**src/rtl/mux_sel_arbiter.sv**
```systemverilog
// Two-input valid/ready arbiter feeding a registered 2:1 mux beat with its steering sel.
// Optional grant counters are compiled in when MUX_ARB_STATS_EN is defined.
module mux_sel_arbiter #(
    parameter int DW     = 8,
    parameter int USE_RR = 1,
    parameter int CNT_W  = 16
) (
    input  logic          clk,
    input  logic          rst,
    input  logic          a_valid,
    input  logic [DW-1:0] a_data,
    output logic          a_ready,
    input  logic          b_valid,
    input  logic [DW-1:0] b_data,
    output logic          b_ready,
    output logic          out_valid,
    output logic [DW-1:0] out_data,
    input  logic          out_ready,
    output logic          sel
`ifdef MUX_ARB_STATS_EN
    ,
    output logic [CNT_W-1:0] a_cnt,
    output logic [CNT_W-1:0] b_cnt
`endif
);

    typedef enum logic {
        ST_EMPTY = 1'b0,
        ST_FULL  = 1'b1
    } state_t;

    state_t        state_q, state_d;
    logic          load;
    logic          grant_b;
    logic [DW-1:0] out_data_q, out_data_d;
    logic          sel_q, sel_d;

    // Gating with rst keeps both readies low while reset is held.
    assign load = ~rst & ((state_q == ST_EMPTY) | out_ready) & (a_valid | b_valid);

    always_ff @(posedge clk or posedge rst) begin
        if (rst) begin
            state_q <= ST_EMPTY;
        end else begin
            state_q <= state_d;
        end
    end

    always_comb begin
        state_d = state_q;
        case (state_q)
            ST_EMPTY: if (load) state_d = ST_FULL;
            ST_FULL:  if (out_ready && !load) state_d = ST_EMPTY;
            default:  state_d = ST_EMPTY;
        endcase
    end

    always_comb begin
        out_valid = (state_q == ST_FULL);
        a_ready   = load & ~grant_b;
        b_ready   = load & grant_b;
    end

    generate
        if (USE_RR != 0) begin : g_rr
            logic last_sel_q, last_sel_d;

            always_comb begin
                last_sel_d = load ? grant_b : last_sel_q;
            end

            // Resetting to B makes A the winner of the first contested cycle.
            always_ff @(posedge clk or posedge rst) begin
                if (rst) begin
                    last_sel_q <= 1'b1;
                end else begin
                    last_sel_q <= last_sel_d;
                end
            end

            assign grant_b = b_valid & (~a_valid | ~last_sel_q);
        end else begin : g_fixed
            assign grant_b = b_valid & ~a_valid;
        end
    endgenerate

    always_comb begin
        out_data_d = out_data_q;
        sel_d      = sel_q;
        if (load) begin
            out_data_d = grant_b ? b_data : a_data;
            sel_d      = grant_b;
        end
    end

    always_ff @(posedge clk or posedge rst) begin
        if (rst) begin
            out_data_q <= '0;
            sel_q      <= 1'b0;
        end else begin
            out_data_q <= out_data_d;
            sel_q      <= sel_d;
        end
    end

    assign out_data = out_data_q;
    assign sel      = sel_q;

`ifdef MUX_ARB_STATS_EN
    logic [CNT_W-1:0] a_cnt_q, a_cnt_d;
    logic [CNT_W-1:0] b_cnt_q, b_cnt_d;

    // Counters saturate at all-ones instead of wrapping.
    always_comb begin
        a_cnt_d = a_cnt_q;
        b_cnt_d = b_cnt_q;
        if (a_ready && (a_cnt_q != '1)) a_cnt_d = a_cnt_q + 1'b1;
        if (b_ready && (b_cnt_q != '1)) b_cnt_d = b_cnt_q + 1'b1;
    end

    always_ff @(posedge clk or posedge rst) begin
        if (rst) begin
            a_cnt_q <= '0;
            b_cnt_q <= '0;
        end else begin
            a_cnt_q <= a_cnt_d;
            b_cnt_q <= b_cnt_d;
        end
    end

    assign a_cnt = a_cnt_q;
    assign b_cnt = b_cnt_q;
`else
    // CNT_W only sizes the optional counters; nothing to build here.
    generate
        if (CNT_W < 1) begin : g_cnt_w_unused
        end
    endgenerate
`endif

endmodule

```
**config.mk**
```make
export PLATFORM = sky130hd
export DESIGN_NAME = mux_sel_arbiter
export DESIGN_NICKNAME = d
export VERILOG_FILES = /design/src/rtl/mux_sel_arbiter.sv
export SDC_FILE = /design/constraint.sdc
export NUM_CORES = 1
export LEC_CHECK = 0
export CELL_PAD_IN_SITES_DETAIL_PLACEMENT = 1
export CELL_PAD_IN_SITES_GLOBAL_PLACEMENT = 1
export CORE_MARGIN = 2
export CORE_UTILIZATION = 31
export DETAILED_ROUTE_END_ITERATION = 6
export GPL_TIMING_DRIVEN = 0
export PLACE_DENSITY = 0.86
export SETUP_SLACK_MARGIN = 0.05
export SYNTH_ARGS = -nofsm -noshare
export SYNTH_HDL_FRONTEND = slang
export SYNTH_SLANG_ARGS = --single-unit
```
**constraint.sdc**
```tcl
create_clock -name clk -period 3 [get_ports clk]
set_input_delay 0.6 -clock clk [delete_from_list [all_inputs] [get_ports clk]]
set_output_delay 0.6 -clock clk [all_outputs]
set_load 0.005 [all_outputs]
```
=== Word-level counts from Yosys, hierarchy flattened ===
Index checks and enable logic that the tools add are counted.

* Multiplexer cells: 4
* Bitwise logic cells: 13
* Reductions and logical operators: 2

{| class="wikitable"
|+ Operators with widths
! cell !! number
|-
| $mux 8 || 1
|-
| $and 1x1->1 || 5
|-
| $not 1->1 || 5
|-
| $or 1x1->1 || 3
|-
| $mux 1 || 2
|-
| $pmux 1 s2 || 1
|-
| $logic_and 1x1->1 || 1
|-
| $logic_not 1->1 || 1
|}

* Bits in registers: 11
* Input port bits: 21
* Output and inout port bits: 12
* Word-level logic and storage cells: 23

=== Depth between registers and ports, before layout ===
* Depth in word-level cells: 8
* Mapped depth: 4
* Mapped depth without buffers: 3

=== Least setup slack after synthesis ===
Ideal clock, no wire load.

* Path type: input-to-output
* From: input rst
* To: output a_ready
* Arrival time: 1.244 ns
* Data required time: 2.400 ns
* Slack: 1.156 ns
* Stages on the path: 4
* Path buffers: 1
* Cells stage by stage: o21bai_1 -> a21oi_2 -> buf_6 -> and2b_2

* Word-level cells in the longest chain between the ends: 4

{| class="wikitable"
|+ RTL lines
! item !! RTL line !! text
|-
| from (decl) || 9 || <nowiki>input logic rst,</nowiki>
|-
| $not 1->1 || 39 || <nowiki>assign load = ~rst & ((state_q == ST_EMPTY) | out_ready) & (a_valid | b_valid);</nowiki>
|-
| $and 1x1->1 (2 in series) || 39 ||
|-
| $and 1x1->1 || 60 || <nowiki>a_ready = load & ~grant_b;</nowiki>
|-
| to (decl) || 12 || <nowiki>output logic a_ready,</nowiki>
|}

No other way between the ends.

=== Final worst setup path ===
* From: input a_valid
* To: output a_ready

* Word-level cells in the longest chain between the ends: 5
* Elaborated cells between the ends (all ways): 7
* Those cells by class: 7 x bitwise

{| class="wikitable"
|+ RTL lines
! item !! RTL line !! text
|-
| from (decl) || 10 || <nowiki>input logic a_valid,</nowiki>
|-
| $not 1->1 || 81 || <nowiki>assign grant_b = b_valid & (~a_valid | ~last_sel_q);</nowiki>
|-
| $or 1x1->1 || 81 ||
|-
| $and 1x1->1 || 81 ||
|-
| $not 1->1 || 60 ||
|-
| $and 1x1->1 * || 60 ||
|}

Every way passes the cells marked *; elsewhere a longest branch is shown, timed or not.

==> impl_metrics.xml <==
<?xml version="1.0" encoding="UTF-8"?>
<metrics>
  <group name="power_and_ir_drop">
    <metric name="power.combinational.fraction" unit="">0.389</metric>
    <metric name="p_sw_frac" unit="">0.2421</metric>
    <metric name="vdd_drop_max" unit="V">0.0002893</metric>
    <metric name="pwr_density_cell" unit="nW/um^2">482.6</metric>
    <metric name="internal_power" unit="W">0.0003748</metric>
    <metric name="cellLeakagePower" unit="nW">0.4556</metric>
    <metric name="switching_power" unit="W">0.0001197</metric>
    <metric name="power_frac_seq" unit="">0.413</metric>
    <metric name="p_clk_frac" unit="">0.198</metric>
  </group>
  <group name="synth">
    <metric name="post_synth_main_area_contributors" unit="">sky130_fd_sc_hd__dfrtp_1, sky130_fd_sc_hd__mux2_4, sky130_fd_sc_hd__mux2_2</metric>
    <metric name="postSynth.asyncResetShare" unit="">1.000</metric>
    <metric name="synth.top_cells.by_count" unit="">sky130_fd_sc_hd__mux2_4, sky130_fd_sc_hd__dfrtp_1, sky130_fd_sc_hd__mux2_2</metric>
    <metric name="synth-main-ff-cell" unit="">sky130_fd_sc_hd__dfrtp_1</metric>
    <metric name="post_synth_inst_count" unit="">40</metric>
    <metric name="synth.ff_latch_count" unit="">11</metric>
    <metric name="synth.distinct_cells" unit="">12</metric>
    <metric name="yosys_warnings" unit="">0</metric>
    <metric name="library_cell_with_the_largest_summed_area_after_synthesis" unit="">sky130_fd_sc_hd__dfrtp_1</metric>
    <metric name="synth-edff-count" unit="">0</metric>
    <metric name="dominant_cell_by_count_in_the_synthesized_netlist" unit="">sky130_fd_sc_hd__mux2_4</metric>
    <metric name="syn_area" unit="sq um">614.3</metric>
    <metric name="postSynthNetCount" unit="">61</metric>
    <metric name="avgSynthCellArea" unit="sq um">15.36</metric>
    <metric name="synth-seq-area-share" unit="">0.4501</metric>
    <metric name="post-synth-top-area-fraction" unit="">0.4073</metric>
  </group>
  <group name="floorplanning">
    <metric name="chipHeight" unit="um">48.52</metric>
    <metric name="chipWidth" unit="um">48.52</metric>
    <metric name="fp-row-count" unit="">16</metric>
    <metric name="initial_utilization" unit="">0.3197</metric>
    <metric name="die_footprint" unit="sq um">2354</metric>
    <metric name="num_io_pins" unit="">33</metric>
    <metric name="placeableCoreArea" unit="sq um">1922</metric>
  </group>
  <group name="cts">
    <metric name="cts_repair_resize_count" unit="">0</metric>
    <metric name="clk_pin_slew_worst_paths" unit="ns">0.07</metric>
    <metric name="tritoncts" unit="">done</metric>
    <metric name="clock-sinks" unit="">11</metric>
    <metric name="clock_tree.buffer_depth" unit="">2</metric>
    <metric name="cts-htree-levels" unit="">1</metric>
    <metric name="ctsHoldBuffers" unit="">0</metric>
    <metric name="cts_made_buffers" unit="">3</metric>
    <metric name="clock-root-buffer" unit="">sky130_fd_sc_hd__clkbuf_4</metric>
    <metric name="clk_latency" unit="ns">0.26</metric>
  </group>
  <group name="global_route">
    <metric name="grt_pass1_vias" unit="">545</metric>
    <metric name="number_of_antenna_violations_at_the_first_check_in_global_routing" unit="">0</metric>
    <metric name="grt_remaining_overflow" unit="">0</metric>
    <metric name="grt_pass1_wl" unit="um">2532</metric>
    <metric name="largest_net_degree_at_the_start_of_global_routing" unit="">12</metric>
    <metric name="grt_usage" unit="">0.1462</metric>
  </group>
  <group name="timing">
    <metric name="layout_worst_path_cycle_share" unit="">0.9403</metric>
    <metric name="max-slew-margin-rel" unit="">0.7224</metric>
    <metric name="report.final.setup_viol" unit="">0</metric>
    <metric name="tightest_slew" unit="ns">0.4160</metric>
    <metric name="hold_fails_final_rpt" unit="">0</metric>
    <metric name="clock-skew-final" unit="ns">0.001950</metric>
    <metric name="fmax" unit="MHz">354.5</metric>
    <metric name="setup-tns-final" unit="ns">0</metric>
    <metric name="rsz0062_at_grt" unit="">false</metric>
    <metric name="min_period" unit="ns">2.821</metric>
    <metric name="max_slew_violations" unit="">0</metric>
    <metric name="final_critical_path_setup_slack" unit="ns">0.1791</metric>
  </group>
  <group name="route">
    <metric name="ant_nets" unit="">0</metric>
    <metric name="per_cell_via_count_in_the_routed_design" unit="">4.299</metric>
    <metric name="drt_iter0_markers" unit="">4</metric>
    <metric name="wire_per_inst" unit="um">13.97</metric>
    <metric name="detail_route.first_pass.iterations" unit="">2</metric>
    <metric name="detailroute.via_count" unit="">460</metric>
    <metric name="totalWireLength" unit="um">1495</metric>
    <metric name="drt_drc_violations_left" unit="">0</metric>
  </group>
  <group name="worst_setup_path">
    <metric name="critical_path.reg2reg.endpoint" unit="">out_data[1]</metric>
    <metric name="criticalPathCategory" unit="">in -&gt; out</metric>
    <metric name="worst-endpoint-arrival" unit="ns">2.22</metric>
    <metric name="sort_of_element_at_the_start_of_the_critical_path" unit="">primary input</metric>
    <metric name="r2r-start" unit="">g_rr.last_sel_q</metric>
    <metric name="cp.required" unit="ns">2.40</metric>
    <metric name="worst_r2r_path_depth" unit="">4</metric>
    <metric name="crit_fanout" unit="">6</metric>
    <metric name="r2r_setup_slack" unit="ns">1.55</metric>
    <metric name="critical_path.endpoint_type" unit="">output port</metric>
  </group>
  <group name="layout">
    <metric name="layout_cell_share_with_drive_strength_beyond_1" unit="">0.4000</metric>
    <metric name="layout.nets" unit="">102</metric>
    <metric name="antenna-diode-count" unit="">0</metric>
    <metric name="final_cells" unit="">107</metric>
    <metric name="synthToLayoutAreaGrowth" unit="%">66.80</metric>
  </group>
  <group name="hold_path">
    <metric name="holdPathStages" unit="">1</metric>
    <metric name="holdPathEnd" unit="">sel</metric>
    <metric name="min_path_type" unit="">reg -&gt; reg</metric>
    <metric name="timing.hold.worst.start" unit="">sel</metric>
  </group>
  <group name="place">
    <metric name="placed_cells" unit="">99</metric>
    <metric name="gp_congestion" unit="">0.6791</metric>
    <metric name="place_worst_setup_slack" unit="ns">0.09518</metric>
    <metric name="dpl.hpwl" unit="um">1223</metric>
    <metric name="io_buffers" unit="">32</metric>
  </group>
  <group name="job">
    <metric name="number_of_max_capacitance_violations_reported" unit="">0</metric>
  </group>
  <group name="run_status">
    <metric name="status" unit="">complete, no violations</metric>
  </group>
</metrics>
[sequential cells by signal, indices dropped and copies added, names as in the netlist]
signal           cells
out_valid            1
sel                  1
out_data             8
g_rr.last_sel_q      1
[worst max path at each step]
stage,start,endpoint,slack [ns],depth (start not counted)
after floorplan,rst,a_ready,1.16,4
after global placement,a_valid,b_ready,0.12,6
after detailed placement,a_valid,a_ready,0.1,6
after CTS,a_valid,a_ready,0.1,6
after global routing,a_valid,a_ready,0.08,6
final,a_valid,a_ready,0.18,6
[layout by cell type (no fill, tap or decap), drive strengths merged]
cell type,instances
and2,1
o21ai,1
o21bai,1
buf,6
a21oi,1
mux2,18
dfstp,1
and2b,1
a21boi,1
clkdlybuf4s50,32
inv,3
clkbuf,4
dfrtp,10
[critical path: stages]
cell and delay [ns]:
sky130_fd_sc_hd__clkdlybuf4s50_1 0.53, sky130_fd_sc_hd__o21bai_1 0.12, sky130_fd_sc_hd__a21oi_2 0.20, sky130_fd_sc_hd__buf_6 0.15, sky130_fd_sc_hd__and2b_2 0.13, sky130_fd_sc_hd__clkdlybuf4s50_1 0.49
[per-stage QoR]
stage	utilization	power [W]	cell area, sq um	hold WS (ns)
after floorplan	-	0.0002893	614.3	0.4517
after global placement	0.5039	0.0003879	968.4	0.4905
after detailed placement	0.5039	0.0003973	968.4	0.4965
after CTS	0.5176	0.0005003	994.7	0.5125
after global routing	0.5332	0.0005275	1025	0.5465
final	0.5332	0.0004945	1025	0.5061
[power by group through the flow]
stage                     Sequential [W]  Clock [W]  Combinational, W
after global routing            0.000210   0.000114          0.000204
after global placement          0.000204          0          0.000184
final                           0.000204  0.0000979          0.000192
after CTS                       0.000205   0.000105          0.000190
after floorplan                 0.000206          0         0.0000833
after detailed placement        0.000208          0          0.000190
[what timing repair did]
action | CTS | global route
endpoints found under the hold margin | 0 | 0
buffers inserted | 0 | 4
endpoints found under the setup margin | 0 | 2
[routing by layer]
metal	GRT usage	vias to the layer above	share of wire	routed length (um)
li1	-	219	-	-
met1	0.1389	227	0.37	557
met2	0.2778	12	0.57	849
met3	0.04012	2	0.040	60
met4	0.08571	0	0.018	27
met5	0	-	0	0
[layout make-up]
cell class / count / area [sq um]
clock buffer: 4 / 26.28
tap: 27 / 33.78
timing repair buffer: 36 / 350.3
buffer: 2 / 22.52
inverter: 3 / 11.26
fill: 208 / 897.1
multi-input combinational: 24 / 304.0
sequential: 11 / 276.5
[kinds of logic after synthesis]
| family | synth area share |
|---|---|
| muxes | 0.4032 |
| DFF | 0.4501 |
| buffers and inverters | 0.05499 |
| AOI/OAI and AO/OA | 0.06518 |
| and+or+nand+nor | 0.02648 |
No activity file was read; power rests on OpenSTA's default activity.
